## src/rtl/cpu_pkg.sv

```systemverilog
// Shared CPU-side definitions: arbiter FSM encoding and default BRAM geometry.
package cpu_pkg;

    localparam int DEF_ADDR_W = 16;
    localparam int DEF_DATA_W = 16;

    typedef enum logic [1:0] {
        IDLE  = 2'd0,
        ISSUE = 2'd1,
        RESP  = 2'd2
    } arb_state_t;

endpackage

```

## src/rtl/bram_port_arbiter_if.sv

```systemverilog
// CPU, video and BRAM port bundle; slave is the arbiter's view, master the requesters/BRAM side.
interface bram_port_arbiter_if
  import cpu_pkg::*;
#(
  parameter int ADDR_W = DEF_ADDR_W,
  parameter int DATA_W = DEF_DATA_W
) ();
  logic              cpu_req;
  logic              cpu_we;
  logic [ADDR_W-1:0] cpu_addr;
  logic [DATA_W-1:0] cpu_wdata;
  logic              cpu_ack;
  logic [DATA_W-1:0] cpu_rdata;

  logic              vid_req;
  logic [ADDR_W-1:0] vid_addr;
  logic              vid_ack;
  logic [DATA_W-1:0] vid_rdata;

  logic              mem_en;
  logic              mem_we;
  logic [ADDR_W-1:0] mem_addr;
  logic [DATA_W-1:0] mem_wdata;
  logic [DATA_W-1:0] mem_rdata;

  modport slave (
    input  cpu_req, cpu_we, cpu_addr, cpu_wdata, vid_req, vid_addr, mem_rdata,
    output cpu_ack, cpu_rdata, vid_ack, vid_rdata, mem_en, mem_we, mem_addr, mem_wdata
  );

  modport master (
    output cpu_req, cpu_we, cpu_addr, cpu_wdata, vid_req, vid_addr, mem_rdata,
    input  cpu_ack, cpu_rdata, vid_ack, vid_rdata, mem_en, mem_we, mem_addr, mem_wdata
  );
endinterface

```

## src/rtl/bram_port_arbiter_starve_counter.sv

```systemverilog
// Saturating count of CPU arbitration losses; clear has priority over increment.
module starve_counter #(
  parameter int LIMIT = 4  // must be >= 1
) (
  input  logic clk,
  input  logic reset,
  input  logic inc,
  input  logic clr,
  output logic sat
);
  localparam int              CNT_W = $clog2(LIMIT + 1);
  localparam logic [CNT_W-1:0] MAX  = CNT_W'(LIMIT);

  logic [CNT_W-1:0] cnt;

  always_ff @(posedge clk or posedge reset) begin
    if (reset)
      cnt <= '0;
    else if (clr)
      cnt <= '0;
    else if (inc && cnt != MAX)
      cnt <= cnt + CNT_W'(1);
  end

  assign sat = (cnt >= MAX);
endmodule

```

## src/rtl/bram_port_arbiter.sv

```systemverilog
// Two-requester arbiter for a single BRAM port: video wins ties unless the CPU has starved.
// Grant -> ISSUE (1 cycle) -> RESP (1 cycle, ack + rdata pass-through); re-arbitrates in RESP.
module bram_port_arbiter
  import cpu_pkg::*;
#(
  parameter int ADDR_W       = DEF_ADDR_W,
  parameter int DATA_W       = DEF_DATA_W,
  parameter int STARVE_LIMIT = 4
) (
  input logic                clk,
  input logic                reset,
  bram_port_arbiter_if.slave bus
);
  arb_state_t        state, state_nxt;
  logic              owner_cpu;
  logic              lat_we;
  logic [ADDR_W-1:0] lat_addr;
  logic [DATA_W-1:0] lat_wdata;

  logic any_req, pick_cpu, latch, starve_sat, starve_inc, starve_clr;
  logic issue, resp;

  starve_counter #(.LIMIT(STARVE_LIMIT)) u_starve (
    .clk   (clk),
    .reset (reset),
    .inc   (starve_inc),
    .clr   (starve_clr),
    .sat   (starve_sat)
  );

  always_comb begin
    state_nxt  = state;
    any_req    = bus.cpu_req | bus.vid_req;
    pick_cpu   = bus.cpu_req & (~bus.vid_req | starve_sat);
    latch      = 1'b0;
    starve_inc = 1'b0;
    starve_clr = 1'b0;
    case (state)
      // RESP arbitrates like IDLE so back-to-back accesses need no bubble
      IDLE, RESP: begin
        latch      = any_req;
        state_nxt  = any_req ? ISSUE : IDLE;
        starve_inc = any_req & bus.cpu_req & ~pick_cpu;
        starve_clr = any_req & pick_cpu;
      end
      ISSUE:   state_nxt = RESP;
      default: state_nxt = IDLE;
    endcase
  end

  always_ff @(posedge clk or posedge reset) begin
    if (reset) begin
      state     <= IDLE;
      owner_cpu <= 1'b0;
      lat_we    <= 1'b0;
      lat_addr  <= '0;
      lat_wdata <= '0;
    end else begin
      state <= state_nxt;
      if (latch) begin
        owner_cpu <= pick_cpu;
        lat_we    <= pick_cpu & bus.cpu_we;
        lat_addr  <= pick_cpu ? bus.cpu_addr : bus.vid_addr;
        lat_wdata <= pick_cpu ? bus.cpu_wdata : '0;
      end
    end
  end

  assign issue = (state == ISSUE);
  assign resp  = (state == RESP);

  assign bus.mem_en    = issue;
  assign bus.mem_we    = issue & lat_we;
  assign bus.mem_addr  = issue ? lat_addr : '0;
  assign bus.mem_wdata = issue ? lat_wdata : '0;

  assign bus.cpu_ack   = resp & owner_cpu;
  assign bus.vid_ack   = resp & ~owner_cpu;
  assign bus.cpu_rdata = bus.cpu_ack ? bus.mem_rdata : '0;
  assign bus.vid_rdata = bus.vid_ack ? bus.mem_rdata : '0;
endmodule

```

## src/flat_wrapper.sv

```systemverilog
// flat-port wrapper written by rule: the top's interface ports become plain ports
module bram_port_arbiter_flat import cpu_pkg::*;
#(
  parameter int ADDR_W       = DEF_ADDR_W,
  parameter int DATA_W       = DEF_DATA_W,
  parameter int STARVE_LIMIT = 4
)
  (clk, reset, bus_cpu_req, bus_cpu_we, bus_cpu_addr, bus_cpu_wdata, bus_vid_req, bus_vid_addr, bus_mem_rdata, bus_cpu_ack, bus_cpu_rdata, bus_vid_ack, bus_vid_rdata, bus_mem_en, bus_mem_we, bus_mem_addr, bus_mem_wdata);
  bram_port_arbiter_if #(.ADDR_W(ADDR_W), .DATA_W(DATA_W)) bus_i ();
  input logic clk;
  input logic reset;
  input wire logic [$bits(bus_i.cpu_req)-1:0] bus_cpu_req;
  input wire logic [$bits(bus_i.cpu_we)-1:0] bus_cpu_we;
  input wire logic [$bits(bus_i.cpu_addr)-1:0] bus_cpu_addr;
  input wire logic [$bits(bus_i.cpu_wdata)-1:0] bus_cpu_wdata;
  input wire logic [$bits(bus_i.vid_req)-1:0] bus_vid_req;
  input wire logic [$bits(bus_i.vid_addr)-1:0] bus_vid_addr;
  input wire logic [$bits(bus_i.mem_rdata)-1:0] bus_mem_rdata;
  output wire logic [$bits(bus_i.cpu_ack)-1:0] bus_cpu_ack;
  output wire logic [$bits(bus_i.cpu_rdata)-1:0] bus_cpu_rdata;
  output wire logic [$bits(bus_i.vid_ack)-1:0] bus_vid_ack;
  output wire logic [$bits(bus_i.vid_rdata)-1:0] bus_vid_rdata;
  output wire logic [$bits(bus_i.mem_en)-1:0] bus_mem_en;
  output wire logic [$bits(bus_i.mem_we)-1:0] bus_mem_we;
  output wire logic [$bits(bus_i.mem_addr)-1:0] bus_mem_addr;
  output wire logic [$bits(bus_i.mem_wdata)-1:0] bus_mem_wdata;
  assign bus_i.cpu_req = bus_cpu_req;
  assign bus_i.cpu_we = bus_cpu_we;
  assign bus_i.cpu_addr = bus_cpu_addr;
  assign bus_i.cpu_wdata = bus_cpu_wdata;
  assign bus_i.vid_req = bus_vid_req;
  assign bus_i.vid_addr = bus_vid_addr;
  assign bus_i.mem_rdata = bus_mem_rdata;
  assign bus_cpu_ack = bus_i.cpu_ack;
  assign bus_cpu_rdata = bus_i.cpu_rdata;
  assign bus_vid_ack = bus_i.vid_ack;
  assign bus_vid_rdata = bus_i.vid_rdata;
  assign bus_mem_en = bus_i.mem_en;
  assign bus_mem_we = bus_i.mem_we;
  assign bus_mem_addr = bus_i.mem_addr;
  assign bus_mem_wdata = bus_i.mem_wdata;
  bram_port_arbiter #(.ADDR_W(ADDR_W), .DATA_W(DATA_W), .STARVE_LIMIT(STARVE_LIMIT)) u_core (.clk(clk), .reset(reset), .bus(bus_i));
endmodule
```

## config.mk

```make
export PLATFORM = sky130hd
export DESIGN_NAME = bram_port_arbiter_flat
export DESIGN_NICKNAME = d
export VERILOG_FILES = /design/src/rtl/cpu_pkg.sv /design/src/rtl/bram_port_arbiter_if.sv /design/src/rtl/bram_port_arbiter_starve_counter.sv /design/src/rtl/bram_port_arbiter.sv /design/src/flat_wrapper.sv
export SDC_FILE = /design/constraint.sdc
export NUM_CORES = 1
export LEC_CHECK = 0
export CAP_MARGIN = 20
export CORE_MARGIN = 2
export CORE_UTILIZATION = 40
export DETAILED_ROUTE_END_ITERATION = 8
export HOLD_SLACK_MARGIN = 0.12
export PLACE_DENSITY = 0.87
export SETUP_SLACK_MARGIN = 0.05
export SYNTH_ARGS = -nofsm -noshare
export SYNTH_HDL_FRONTEND = slang
export SYNTH_SLANG_ARGS = --single-unit
```

## constraint.sdc

```tcl
create_clock -name clk -period 4.7 [get_ports clk]
set_clock_uncertainty 0.1 [all_clocks]
set_input_delay 1.41 -clock clk [delete_from_list [all_inputs] [get_ports clk]]
set_output_delay 1.41 -clock clk [all_outputs]
set_load 0.02 [all_outputs]
```

==> results of run 1 <==
metal layers:
metal | vias up | global-route usage | share of wire
li1 | 1021 | - | -
met1 | 1011 | 0.282 | 0.43
met2 | 84 | 0.380 | 0.50
met3 | 10 | 0.0471 | 0.050
met4 | 0 | 0.0825 | 0.020
met5 | - | 0 | 0
sequential cells by signal, summed over array words and instances (netlist names):
name and cells:
u_core.owner_cpu 1, u_core.lat_wdata 16, u_core.state 2, u_core.lat_addr 16, u_core.lat_we 1, u_core.u_starve.cnt 3
worst register-to-register path, stage by stage (launching register included):
cell      delay, ns
dfrtp_1        0.41
nand2b_1       0.55
nor2_1         0.17
mux2_2         0.30
worst paths after layout:
kind | slack, ns | endpoint | from
hold / removal | 0.36 | u_core.state[1] | u_core.state[1]
hold reg to reg | 0.36 | u_core.state[1] | u_core.state[1]
setup reg to reg | 3.05 | u_core.u_starve.cnt[0] | u_core.u_starve.cnt[2]
setup / recovery | 0.54 | bus_cpu_rdata[14] | bus_mem_rdata[14]
min in group asynchronous | 1.51 | u_core.lat_wdata[8] | reset
max in group asynchronous | 2.23 | u_core.lat_addr[8] | reset
layout make-up:
type | count | area [µm²]
Fill cell | 435 | 1770
Clock inverter | 1 | 7.51
Multi-Input combinational cell | 162 | 1060
Timing Repair Buffer | 139 | 1380
Sequential cell | 39 | 976
Inverter | 5 | 18.8
Clock buffer | 7 | 96.3
Tap cell | 72 | 90.1
cell usage after synthesis, drive strengths merged:
cell type,number
and2,65
dfrtp,39
a22o,19
nor2,18
a21oi,16
a31oi,16
o21ai,16
buf,14
inv,5
clkbuf,4
ha,2
nand2b,2
nor2b,2
a21o,1
and2b,1
and3b,1
mux2,1
nor3b,1
o21bai,1
through the flow:
step / worst slack, ns / total power, mW / area (µm²)
2_1_floorplan: 1.57 / 0.633 / 2210
3_3_place_gp: 0.571 / 0.788 / 3530
3_5_place_dp: 0.539 / 0.800 / 3530
4_1_cts: 0.539 / 1.06 / 3630
5_1_grt: 0.506 / 1.11 / 3630
6_report: 0.538 / 1.05 / 3630
power breakdown:
part | internal (mW) | switching, mW | total, mW
clock network | 0.134 | 0.124 | 0.258
logic | 0.194 | 0.183 | 0.377
registers | 0.388 | 0.0266 | 0.414
logic make-up after synthesis:
group,count (synthesis)
AO/OA/AOI/OAI,69
adder cells (fa/ha/maj),2
buffers and inverters,23
flip-flops,39
multiplexers,1
AND/OR/NAND/NOR,90
==> reports/results.txt, run 1 <==
Vias/cell: 5.00
Die X: 78.3 µm
crit path max fanout: 2
clk slew on worst S/H paths: 0.07 ns
drt wl/cell: 15.7 µm
Non-Filler Instances: 425
later-pin clock latency in the skew report: 0.30 ns
FP Rows: 27
via count: 2,126
gp weighted congestion: 0.846
CTS tree: yes
htree depth: 2
CP max stage delay: 0.61 ns
Die H: 78.3 µm
CTS Root Cell: clkbuf_8
DRT Pass-1 Iters: 4
CTS max path bufs: 2
most frequent CP cell: clkdlybuf4s50_1
Yosys warnings: 0
total track usage: 0.224
Avg Cell Area, Syn: 9.87 µm²
clk sink count: 39
Ant. Diodes: 0
Post-Syn Area: 2210 µm²
Post-CTS Hold Buffers: 0
largest net degree at the start of global routing: 35
number of global-route vias before repair: 2,089
largest family of logic cells by synthesized area: simple AND/OR/NAND/NOR gates
DP Cell Count: 417
pwr/cell area: 289 nW/µm²
I/O pins: 137
CP Capture Type: primary output
Worst setup SP type: primary input
most area-consuming cells after synthesis: dfrtp_1, and2_1, buf_6
syn nets: 295
cell chain of the critical path: clkdlybuf4s50_1, and2_1, clkdlybuf4s50_1
DRC violations left: 0
Slew @ Worst Pin: 0.914 ns
area growth from synthesis to layout: 64.2%
drt total wl: 6670 µm
worst hold slack: 0.362 ns
flops & latches, synth: 39
Worst path depth: 3
setup_tns: 0 ns
Max Freq: 0.240 GHz
share of layout cells above drive strength 1: 0.0737
Layout Utilization: 0.672
CTS Buf Count: 5
# setup viols final: 0
RSZ-0062 raised after global routing: false
final period utilization: 0.886
Post-Synth Simple-Gate Area: 0.253
most frequent cells in the layout: clkdlybuf4s50_1, and2_1, dfrtp_1, nor2_1
kind of critical path: primary input to primary output
data arrival time of the worst path: 2.65 ns
final hold viol count: 0
first-pass GRT wire length: 10,600 µm
status: completed
VDD IR max: 0.160 mV
sequential area share after synthesis: 0.441
Port Buffer Count: 136
Max Cap Viol: 0
Post-DP HPWL: 4950 µm
Hold Path Class: flip-flop to flip-flop
Starting Density: 0.409
Slowest-stage cell, CP: clkdlybuf4s50_1
initial antenna violation count: 0
CP delay by family, top: buffers and inverters
worst hold path depth: 1
Synth Area in Adders: 0.0113
post-CTS sizing: 0
Yosys top cell by area: dfrtp_1
synth unique cells: 29
Crit path required time: 3.19 ns
post-synthesis mux area share: 0.00509
Routed Antenna Nets: 0
most common cell after layout, fill and taps aside: clkdlybuf4s50_1
fin crit period: 4.16 ns
Mapped Cells: 224
Die ar.: 6140 µm²
Worst slew margin: 0.390
DR iter-0 viols: 129
FF-to-FF path depth: 3
GRT Residual Overflow: 0
area share of the leading cell type in the synthesized netlist: 0.441
max-slew violations: 0
worst path bufs/invs: 2
Leakage: 1.51 nW
Synth Area in XOR/XNOR: 0
Post-CTS Setup Bufs: 0
# nets final: 423
CORE AREA: 5410 µm²
Synth Area in Compound Gates: 0.209
Power figures use the tool's default switching activity.
==> inputs of run 2 (changes only) <==
--- a/config.mk
+++ b/config.mk
@@ -8,6 +8,7 @@
 export CAP_MARGIN = 20
 export CORE_MARGIN = 2
 export CORE_UTILIZATION = 40
+export CTS_CLUSTER_DIAMETER = 150
 export DETAILED_ROUTE_END_ITERATION = 8
 export HOLD_SLACK_MARGIN = 0.12
 export PLACE_DENSITY = 0.87
==> results of run 2 <==
Same layout as run 1: the final DEF is identical, and so are final timing and power.
==> inputs of run 3 (changes only) <==
--- a/config.mk
+++ b/config.mk
@@ -8,6 +8,7 @@
 export CAP_MARGIN = 20
 export CORE_MARGIN = 2
 export CORE_UTILIZATION = 40
+export CTS_BUF_LIST = sky130_fd_sc_hd__clkbuf_8 sky130_fd_sc_hd__clkbuf_16
 export CTS_CLUSTER_DIAMETER = 150
 export DETAILED_ROUTE_END_ITERATION = 8
 export HOLD_SLACK_MARGIN = 0.12
==> results of run 3 <==
Same layout as run 1: the final DEF is identical, and so are final timing and power.
